<file path="config.mk">
export PLATFORM = sky130hd
export DESIGN_NAME = axis_hdr_inserter_mb
export DESIGN_NICKNAME = d
export VERILOG_FILES = /design/src/rtl/axis_hdr_pkg.sv /design/src/rtl/axis_hdr_inserter_mb_packer.sv /design/src/rtl/axis_hdr_inserter_mb.sv
export SDC_FILE = /design/constraint.sdc
export NUM_CORES = 1
export LEC_CHECK = 0
export CORE_UTILIZATION = 57
export DETAILED_ROUTE_END_ITERATION = 8
export GPL_TIMING_DRIVEN = 0
export PLACE_DENSITY = 0.82
export REMOVE_ABC_BUFFERS = 1
export SETUP_SLACK_MARGIN = 0.3
export SYNTH_ARGS = -nofsm -noshare
export SYNTH_HDL_FRONTEND = slang
export SYNTH_HIERARCHICAL = 1
export SYNTH_SLANG_ARGS = --single-unit
</file>
<file path="constraint.sdc">
create_clock -name clk -period 9.4 [get_ports clk]
set_clock_uncertainty 0.15 [all_clocks]
set_input_delay 2.82 -clock clk [delete_from_list [all_inputs] [get_ports clk]]
set_output_delay 2.82 -clock clk [all_outputs]
set_load 0.05 [all_outputs]
</file>
<file path="src/rtl/axis_hdr_pkg.sv">
// Shared FSM type, default geometry and keep/byte-count helpers for the multi-beat header inserter.
package axis_hdr_pkg;

    localparam int DEF_DATA_WD    = 32;
    localparam int DEF_DATA_BYTES = DEF_DATA_WD / 8;
    localparam int DEF_HDR_BYTES  = 12;
    localparam int RES_CNT_WD     = $clog2(DEF_DATA_BYTES);
    localparam int MAX_BYTES      = 64;

    typedef enum logic [1:0] {
        IDLE = 2'd0,
        HDR  = 2'd1,
        BODY = 2'd2,
        TAIL = 2'd3
    } state_e;

    // Keeps are MSB-contiguous, so the number of set bits is the byte count.
    function automatic int keep_to_cnt(input logic [MAX_BYTES-1:0] keep);
        int n;
        n = 0;
        for (int i = 0; i < MAX_BYTES; i++) begin
            if (keep[i]) n++;
        end
        return n;
    endfunction

    function automatic logic [MAX_BYTES-1:0] cnt_to_keep(input int cnt, input int nbytes);
        logic [MAX_BYTES-1:0] k;
        k = '0;
        for (int i = 0; i < MAX_BYTES; i++) begin
            if (i < nbytes && i >= nbytes - cnt) k[i] = 1'b1;
        end
        return k;
    endfunction

endpackage

</file>
<file path="src/rtl/axis_hdr_inserter_mb_packer.sv">
// Combinational byte packer: appends a keep-qualified beat behind an MSB-aligned residue
// and splits the result into one output beat plus a new residue.
module axis_byte_packer
    import axis_hdr_pkg::*;
#(
    parameter int DATA_WD    = DEF_DATA_WD,
    parameter int DATA_BYTES = DATA_WD / 8,
    parameter int CNT_WD     = $clog2(DATA_BYTES + 1)
) (
    input  logic [DATA_WD-1:0]    res_data_i,
    input  logic [CNT_WD-1:0]     res_cnt_i,
    input  logic [DATA_WD-1:0]    beat_data_i,
    input  logic [DATA_BYTES-1:0] beat_keep_i,
    output logic [DATA_WD-1:0]    out_data_o,
    output logic [DATA_BYTES-1:0] out_keep_o,
    output logic [DATA_WD-1:0]    res_data_o,
    output logic [CNT_WD-1:0]     res_cnt_o,
    output logic                  overflow_o
);

    logic [DATA_WD-1:0]   masked;
    logic [2*DATA_WD-1:0] wide;
    logic [MAX_BYTES-1:0] keep_w;
    int                   r;
    int                   total;

    always_comb begin
        masked = '0;
        for (int i = 0; i < DATA_BYTES; i++) begin
            if (beat_keep_i[i]) masked[i*8 +: 8] = beat_data_i[i*8 +: 8];
        end
        r     = int'(res_cnt_i);
        total = r + keep_to_cnt(MAX_BYTES'(beat_keep_i));
        // Shift the beat so its first byte lands directly behind the r residue bytes.
        wide  = {res_data_i, {DATA_WD{1'b0}}}
              | ({{DATA_WD{1'b0}}, masked} << (8 * (DATA_BYTES - r)));
        out_data_o = wide[2*DATA_WD-1 -: DATA_WD];
        overflow_o = (total >= DATA_BYTES);
        if (overflow_o) begin
            keep_w     = cnt_to_keep(DATA_BYTES, DATA_BYTES);
            res_data_o = wide[DATA_WD-1:0];
            res_cnt_o  = CNT_WD'(total - DATA_BYTES);
        end else begin
            keep_w     = cnt_to_keep(total, DATA_BYTES);
            res_data_o = wide[2*DATA_WD-1 -: DATA_WD];
            res_cnt_o  = CNT_WD'(total);
        end
        out_keep_o = keep_w[DATA_BYTES-1:0];
    end

endmodule

</file>
<file path="src/rtl/axis_hdr_inserter_mb.sv">
// Multi-beat AXI-Stream header inserter with byte repacking.
// Optional packet/byte counters are built when AXIS_HDR_PKT_CNT_EN is defined.
module axis_hdr_inserter_mb
    import axis_hdr_pkg::*;
#(
    parameter int DATA_WD    = DEF_DATA_WD,
    parameter int DATA_BYTES = DATA_WD / 8,
    parameter int HDR_BYTES  = DEF_HDR_BYTES,
    parameter int HDR_CNT_WD = $clog2(HDR_BYTES + 1)
) (
    input  logic                   clk,
    input  logic                   rst_n,
    input  logic                   s_valid,
    input  logic [DATA_WD-1:0]     s_data,
    input  logic [DATA_BYTES-1:0]  s_keep,
    input  logic                   s_last,
    output logic                   s_ready,
    output logic                   m_valid,
    output logic [DATA_WD-1:0]     m_data,
    output logic [DATA_BYTES-1:0]  m_keep,
    output logic                   m_last,
    input  logic                   m_ready,
    input  logic                   h_valid,
    input  logic [HDR_BYTES*8-1:0] h_data,
    input  logic [HDR_CNT_WD-1:0]  h_bytes,
    output logic                   h_ready,
    output logic [1:0]             dbg_state_o
`ifdef AXIS_HDR_PKT_CNT_EN
    ,
    output logic [31:0]            pkt_cnt,
    output logic [31:0]            byte_cnt
`endif
);

    localparam int CNT_WD = $clog2(DATA_BYTES + 1);
    localparam int HW     = HDR_BYTES * 8;

    // Handshakes: a beat moves on s_*, m_* or h_* exactly in a cycle where valid && ready
    // at the rising edge; valid never waits on ready, and m_* hold while m_valid && !m_ready.

    state_e                  state_q, state_d;
    logic [HW-1:0]           hdr_q, hdr_d, hdr_shift;
    logic [HDR_CNT_WD-1:0]   hcnt_q, hcnt_d;
    logic [DATA_WD-1:0]      res_q, res_d;
    logic [CNT_WD-1:0]       rcnt_q, rcnt_d;
    logic                    m_valid_q, m_valid_d;
    logic                    m_last_q, m_last_d;
    logic [DATA_WD-1:0]      m_data_q, m_data_d;
    logic [DATA_BYTES-1:0]   m_keep_q, m_keep_d;

    logic                    out_adv;
    logic [DATA_WD-1:0]      pk_out, pk_res;
    logic [DATA_BYTES-1:0]   pk_keep;
    logic [CNT_WD-1:0]       pk_rcnt;
    logic                    pk_ovf;
    logic [MAX_BYTES-1:0]    tail_keep_w;

    assign out_adv   = !m_valid_q || m_ready;
    assign hdr_shift = hdr_q << DATA_WD;

    axis_byte_packer #(
        .DATA_WD    (DATA_WD),
        .DATA_BYTES (DATA_BYTES),
        .CNT_WD     (CNT_WD)
    ) u_packer (
        .res_data_i  (res_q),
        .res_cnt_i   (rcnt_q),
        .beat_data_i (s_data),
        .beat_keep_i (s_keep),
        .out_data_o  (pk_out),
        .out_keep_o  (pk_keep),
        .res_data_o  (pk_res),
        .res_cnt_o   (pk_rcnt),
        .overflow_o  (pk_ovf)
    );

    always_comb begin
        state_d     = state_q;
        hdr_d       = hdr_q;
        hcnt_d      = hcnt_q;
        res_d       = res_q;
        rcnt_d      = rcnt_q;
        m_valid_d   = out_adv ? 1'b0 : m_valid_q;
        m_data_d    = m_data_q;
        m_keep_d    = m_keep_q;
        m_last_d    = m_last_q;
        h_ready     = 1'b0;
        s_ready     = 1'b0;
        tail_keep_w = cnt_to_keep(int'(rcnt_q), DATA_BYTES);
        case (state_q)
            IDLE: begin
                h_ready = rst_n;
                if (h_valid) begin
                    // Left-align the valid low bytes so the header always drains from the top.
                    hdr_d   = h_data << (8 * (HDR_BYTES - int'(h_bytes)));
                    hcnt_d  = h_bytes;
                    res_d   = '0;
                    rcnt_d  = '0;
                    state_d = (h_bytes == '0) ? BODY : HDR;
                end
            end
            HDR: begin
                if (int'(hcnt_q) < DATA_BYTES) begin
                    res_d   = hdr_q[HW-1 -: DATA_WD];
                    rcnt_d  = CNT_WD'(hcnt_q);
                    hcnt_d  = '0;
                    state_d = BODY;
                end else if (out_adv) begin
                    m_valid_d = 1'b1;
                    m_data_d  = hdr_q[HW-1 -: DATA_WD];
                    m_keep_d  = {DATA_BYTES{1'b1}};
                    m_last_d  = 1'b0;
                    hdr_d     = hdr_shift;
                    hcnt_d    = hcnt_q - HDR_CNT_WD'(DATA_BYTES);
                    if (int'(hcnt_q) - DATA_BYTES < DATA_BYTES) begin
                        res_d   = hdr_shift[HW-1 -: DATA_WD];
                        rcnt_d  = CNT_WD'(int'(hcnt_q) - DATA_BYTES);
                        state_d = BODY;
                    end
                end
            end
            BODY: begin
                s_ready = out_adv;
                if (s_valid && out_adv) begin
                    res_d  = pk_res;
                    rcnt_d = pk_rcnt;
                    if (pk_ovf) begin
                        m_valid_d = 1'b1;
                        m_data_d  = pk_out;
                        m_keep_d  = pk_keep;
                        m_last_d  = s_last && (pk_rcnt == '0);
                        if (s_last) state_d = (pk_rcnt == '0) ? IDLE : TAIL;
                    end else if (s_last) begin
                        m_valid_d = 1'b1;
                        m_data_d  = pk_out;
                        m_keep_d  = pk_keep;
                        m_last_d  = 1'b1;
                        res_d     = '0;
                        rcnt_d    = '0;
                        state_d   = IDLE;
                    end
                end
            end
            TAIL: begin
                if (out_adv) begin
                    m_valid_d = 1'b1;
                    m_data_d  = res_q;
                    m_keep_d  = tail_keep_w[DATA_BYTES-1:0];
                    m_last_d  = 1'b1;
                    res_d     = '0;
                    rcnt_d    = '0;
                    state_d   = IDLE;
                end
            end
            default: state_d = IDLE;
        endcase
    end

    always_ff @(posedge clk) begin
        if (!rst_n) begin
            state_q   <= IDLE;
            hdr_q     <= '0;
            hcnt_q    <= '0;
            res_q     <= '0;
            rcnt_q    <= '0;
            m_valid_q <= 1'b0;
            m_last_q  <= 1'b0;
            m_data_q  <= '0;
            m_keep_q  <= '0;
        end else begin
            state_q   <= state_d;
            hdr_q     <= hdr_d;
            hcnt_q    <= hcnt_d;
            res_q     <= res_d;
            rcnt_q    <= rcnt_d;
            m_valid_q <= m_valid_d;
            m_last_q  <= m_last_d;
            m_data_q  <= m_data_d;
            m_keep_q  <= m_keep_d;
        end
    end

    assign m_valid     = m_valid_q;
    assign m_last      = m_last_q;
    assign m_data      = m_data_q;
    assign m_keep      = m_keep_q;
    assign dbg_state_o = state_q;

`ifdef AXIS_HDR_PKT_CNT_EN
    logic [31:0] pkt_cnt_q, byte_cnt_q;

    always_ff @(posedge clk) begin
        if (!rst_n) begin
            pkt_cnt_q  <= '0;
            byte_cnt_q <= '0;
        end else if (m_valid_q && m_ready) begin
            byte_cnt_q <= byte_cnt_q + 32'(keep_to_cnt(MAX_BYTES'(m_keep_q)));
            if (m_last_q) pkt_cnt_q <= pkt_cnt_q + 32'd1;
        end
    end

    assign pkt_cnt  = pkt_cnt_q;
    assign byte_cnt = byte_cnt_q;
`endif

    // Accepted body keeps must be nonzero, MSB-contiguous, and full on every non-last beat.
    logic [MAX_BYTES-1:0] s_keep_w, s_keep_norm;
    logic                 keep_ok;

    always_comb begin
        s_keep_w    = MAX_BYTES'(s_keep);
        s_keep_norm = cnt_to_keep(keep_to_cnt(s_keep_w), DATA_BYTES);
        keep_ok     = (s_keep != '0) && (s_keep_w == s_keep_norm) && (s_last || (&s_keep));
    end

    a_keep_legal: assert property (@(posedge clk) disable iff (!rst_n)
        (s_valid && s_ready) |-> keep_ok);

endmodule

</file>
==> impl_results.rst <==
.. list-table::
   :header-rows: 1

   * - Metric
     - Value
   * - Crit path arrival time
     - around 8.9 ns
   * - CTS Hold Bufs
     - 0
   * - Die Y
     - roughly 160 um
   * - Placer congestion estimate
     - a little over 1
   * - Mapped Area
     - around 14000 um2
   * - Clock transition at path regs
     - around 0.07 ns
   * - Multiplexer fraction of the synthesized cell area
     - 0.108
   * - Width of the die
     - 157 um
   * - Number of diodes added for antenna fixing
     - 0
   * - Final worst slack
     - roughly 0.66 ns
   * - Initial antenna violation count
     - 0
   * - Final setup violation count
     - 0
   * - Leakage power
     - between 5 and 6 nW
   * - Pwr Density
     - about 210 nW/um2
   * - Skew-Pair Late Insertion Delay
     - 0.45 ns
   * - R2R Path End
     - m_data[18]
   * - Core region area
     - approximately 24000 um2
   * - Standard cell with the maximum stage delay on the critical path
     - sky130_fd_sc_hd__clkdlybuf4s50_1
   * - Routed wire length
     - 53.2 mm
   * - Number of max-cap violations
     - 1
   * - Post-Synthesis Cells
     - 1764
   * - Category of the critical setup timing path
     - in2reg
   * - Stage delay of the slowest cell on the critical path
     - around 0.85 ns
   * - Slack of the worst reg-to-reg path
     - 3.75 ns
   * - Tot Pwr
     - roughly 3.4 mW
   * - Transition time at the pin with the least slew margin
     - 1.69 ns
   * - Mapped Avg Cell Area
     - between 7 and 8 um2
   * - Top-level I/O count
     - 184
   * - Worst slew slack as a fraction of its limit
     - -0.134
   * - Failing checks
     - DRC, capacitance limit, slew limit
   * - Floorplan row count
     - 56
   * - Layout cell share with drive strength beyond 1
     - 0.0717
   * - Final-report hold violation count
     - 0
   * - Initial cell density of the core
     - 0.584
   * - Fraction of the mapped netlist area in adder cells
     - 0.0214
   * - Final count of pins violating max slew
     - 9
   * - # port buffers
     - between 150 and 200
   * - Number of distinct standard cells referenced by the synthesized netlist
     - 88
   * - Number of buffers on the longest clock path
     - 2
   * - Clock Sink Count
     - 175
   * - Worst-case setup slack after placement
     - -0.457 ns
   * - Overall Global Routing Usage
     - 0.424
   * - Critical path, cell by cell
     - clkdlybuf4s50_1, inv_1, ha_1, xor2_1, ha_1, mux2_2, inv_1, fa_1, ha_1, nor2_1, nor2_1, ha_1, ha_1, nor3b_4, buf_12, nor2_8, inv_8, nor2_1, a21oi_1, and4_4, buf_12, nor2_1, a311oi_1
   * - Synthesized-area fraction occupied by ao, oa, aoi and oai cells
     - 0.336
   * - Util after Layout
     - 0.692
   * - Minimum clock period
     - about 8.7 ns
   * - Top area cells in the synthesized netlist
     - sky130_fd_sc_hd__dfxtp_1 (25%), sky130_fd_sc_hd__mux2i_1 (6.7%), sky130_fd_sc_hd__a21oi_1 (4.7%)
   * - Worst min-delay path category
     - reg2reg
   * - Wire length per cell after detailed routing
     - ~25 um
   * - First-pass GRT wire length
     - 80.6 mm
   * - Count of state elements after synthesis
     - roughly 180
   * - Fill count
     - ~2000
   * - End point of the worst hold path
     - hdr_q[11]
   * - Number of flops mapped to enable cells by yosys
     - 0
   * - Unrepaired setup endpoints after global routing
     - no
   * - Setup crit end kind
     - flip-flop
   * - Starting DRT DRC Count
     - 2689
   * - Total die area
     - between 20000 and 25000 um2
   * - Start point of the worst hold path
     - hdr_q[11]
   * - H-tree levels
     - 4
   * - Worst hold path cell count
     - 2
   * - Biggest fanout along the worst timing path
     - 38
   * - Total grt overflow
     - 0
   * - Post-DR vias/cell
     - just over 7
   * - Final clock period utilization by the worst path
     - 0.930
   * - Clock tree from TritonCTS
     - done
   * - Cell at the root of the clock tree
     - sky130_fd_sc_hd__clkbuf_16
   * - Most common cell type on the critical path
     - sky130_fd_sc_hd__ha_1
   * - Area fraction in and, or, nand and nor cells after synthesis
     - 0.204
   * - Cell type contributing the most total cell area after synthesis
     - sky130_fd_sc_hd__dfxtp_1
   * - Sequential-to-total area share from yosys stat
     - 0.254
   * - Drt pass-1 iters
     - 9
   * - Kind of launch point of the worst setup path
     - primary input
   * - Outcome
     - finished with violations
   * - Leading cell type in the layout, fill and taps excluded
     - sky130_fd_sc_hd__clkdlybuf4s50_1
   * - Post-route cell area
     - 16300 um2
   * - Top cell type's share of synthesized area
     - 0.254
   * - Via Count
     - about 16000
   * - Number of warning messages in the yosys log
     - 6
   * - Critical path data required time
     - around 9.6 ns
   * - Worst ir drop on vdd
     - 0.151 mV
   * - Post-route worst hold slack
     - about 0.3 ns
   * - Most common flop cell mapped by yosys
     - sky130_fd_sc_hd__dfxtp_1
   * - Maximum clock frequency
     - 114 MHz
   * - Pin count of the biggest net entering global routing
     - about 90
   * - Area after detailed placement
     - between 15000 and 20000 um2
   * - Number of CTS-inserted buffers
     - 17
   * - Area Growth Syn to Fin
     - 18.5%
   * - Number of nets in the layout
     - a little under 2000
   * - Vias in the first global route
     - roughly 14000
   * - Combinational family with the most area after synthesis
     - compound AO/OA/AOI/OAI gates
   * - Post-DP HPWL
     - between 30 and 40 mm
   * - Worst Reg-to-Reg Cells
     - 18
   * - Crit Reg-Reg Startpoint
     - rcnt_q[0]
   * - Commonest cells after routing, fill and taps aside
     - sky130_fd_sc_hd__clkdlybuf4s50_1 (181), sky130_fd_sc_hd__dfxtp_1 (175), sky130_fd_sc_hd__nor2_1 (168), sky130_fd_sc_hd__nand2_1 (153), sky130_fd_sc_hd__a21oi_1 (127)
   * - Xor and xnor area share after synthesis
     - 0.00744
   * - Async set-or-reset flop fraction in the synthesized netlist
     - 0
   * - DR DRC count
     - 6
   * - Post-detailed-route count of antenna-violating nets
     - 0
==> kinds of logic after synthesis <==
group,count (synthesis)
buf+inv,220
compound gates,625
xor+xnor,10
simple gates,585
mux,125
flops,175
other cells,1
fa+ha+maj,23
==> sequential cells by signal, indices dropped and copies added, names as in the netlist <==
name         count
m_last           1
m_valid          1
dbg_state_o      2
rcnt_q           3
m_keep           4
m_data          32
hdr_q           96
hcnt_q           4
res_q           32
==> critical path, delay by kind of cell <==
family / cells / cell delay, ns
and+or+nand+nor: 7 / 1.28
buffers and inverters: 6 / 1.67
AOI/OAI and AO/OA: 2 / 0.39
adders and majority gates: 6 / 2.17
xor gates and xnor gates: 1 / 0.24
muxes: 1 / 0.29
==> per-layer routing <==
layer / routed length (um) / vias up / global-route usage / part of all wire
met1: 20600 / 7262 / 0.564 / 0.39
met5: 0 / - / 0 / 0
met2: 23300 / 1233 / 0.661 / 0.44
li1: - / 6851 / - / -
met4: 2530 / 0 / 0.193 / 0.048
met3: 6720 / 169 / 0.0809 / 0.13
==> worst max path at each step <==
stage / startpoint / to / slack [ns] / depth (start not counted)
floorplan: s_keep[0] / res_q[0] / 0.86 / 20
global route: s_keep[1] / m_data[16] / 0.38 / 23
CTS: s_keep[1] / m_data[3] / 0.47 / 22
finish: s_keep[1] / m_data[18] / 0.66 / 23
detailed placement: s_keep[1] / m_data[3] / -0.46 / 22
global placement: h_bytes[0] / hdr_q[86] / -3.77 / 8
==> cells in the mapped netlist (all sizes together), types with 15 or more instances <==
cell type and count:
a21oi 129, nand4 16, nor2 172, a22o 20
mux4 16, or3 47, mux2 16, mux2i 93
o22ai 15, a221oi 16, o22a 16, inv 32
o211ai 17, a222oi 33, a311oi 35, nand3 53
ha 22, a211oi 17, a2bb2oi 36, clkbuf 105
nand2 154, nor3 82, dfxtp 175, a32oi 23
a221o 21, o21ai 77, buf 82, a22oi 62
==> power breakdown <==
part | internal [mW] | switching, mW | leakage [nW]
registers | 0.882 | 0.159 | 1.43
clock network | 0.378 | 0.337 | 0.271
logic | 0.574 | 1.06 | 4.13
==> per-stage QoR <==
step | cells | setup TNS [ns]
final | 2132 | 0
after global placement | 2079 | -432.86
after detailed placement | 2098 | -14.98
after CTS | 2130 | 0
after global routing | 2132 | 0
after floorplan | 1577 | 0
==> timing repair <==
item	in CTS	in global routing
resized for setup	2	1
setup buffers	0	2
endpoints found under the setup margin	47	46
==> cell type report <==
cell class,count,area [um2],share of cell area
Timing Repair Buffer,204,2270,0.139
Inverter,33,134,0.00820
Tap cell,319,399,0.0244
Multi-Input combinational cell,1369,9460,0.579
Clock buffer,19,443,0.0271
Sequential cell,175,3500,0.215
Clock inverter,13,128,0.00781
No activity file was read; power rests on OpenSTA's default activity.
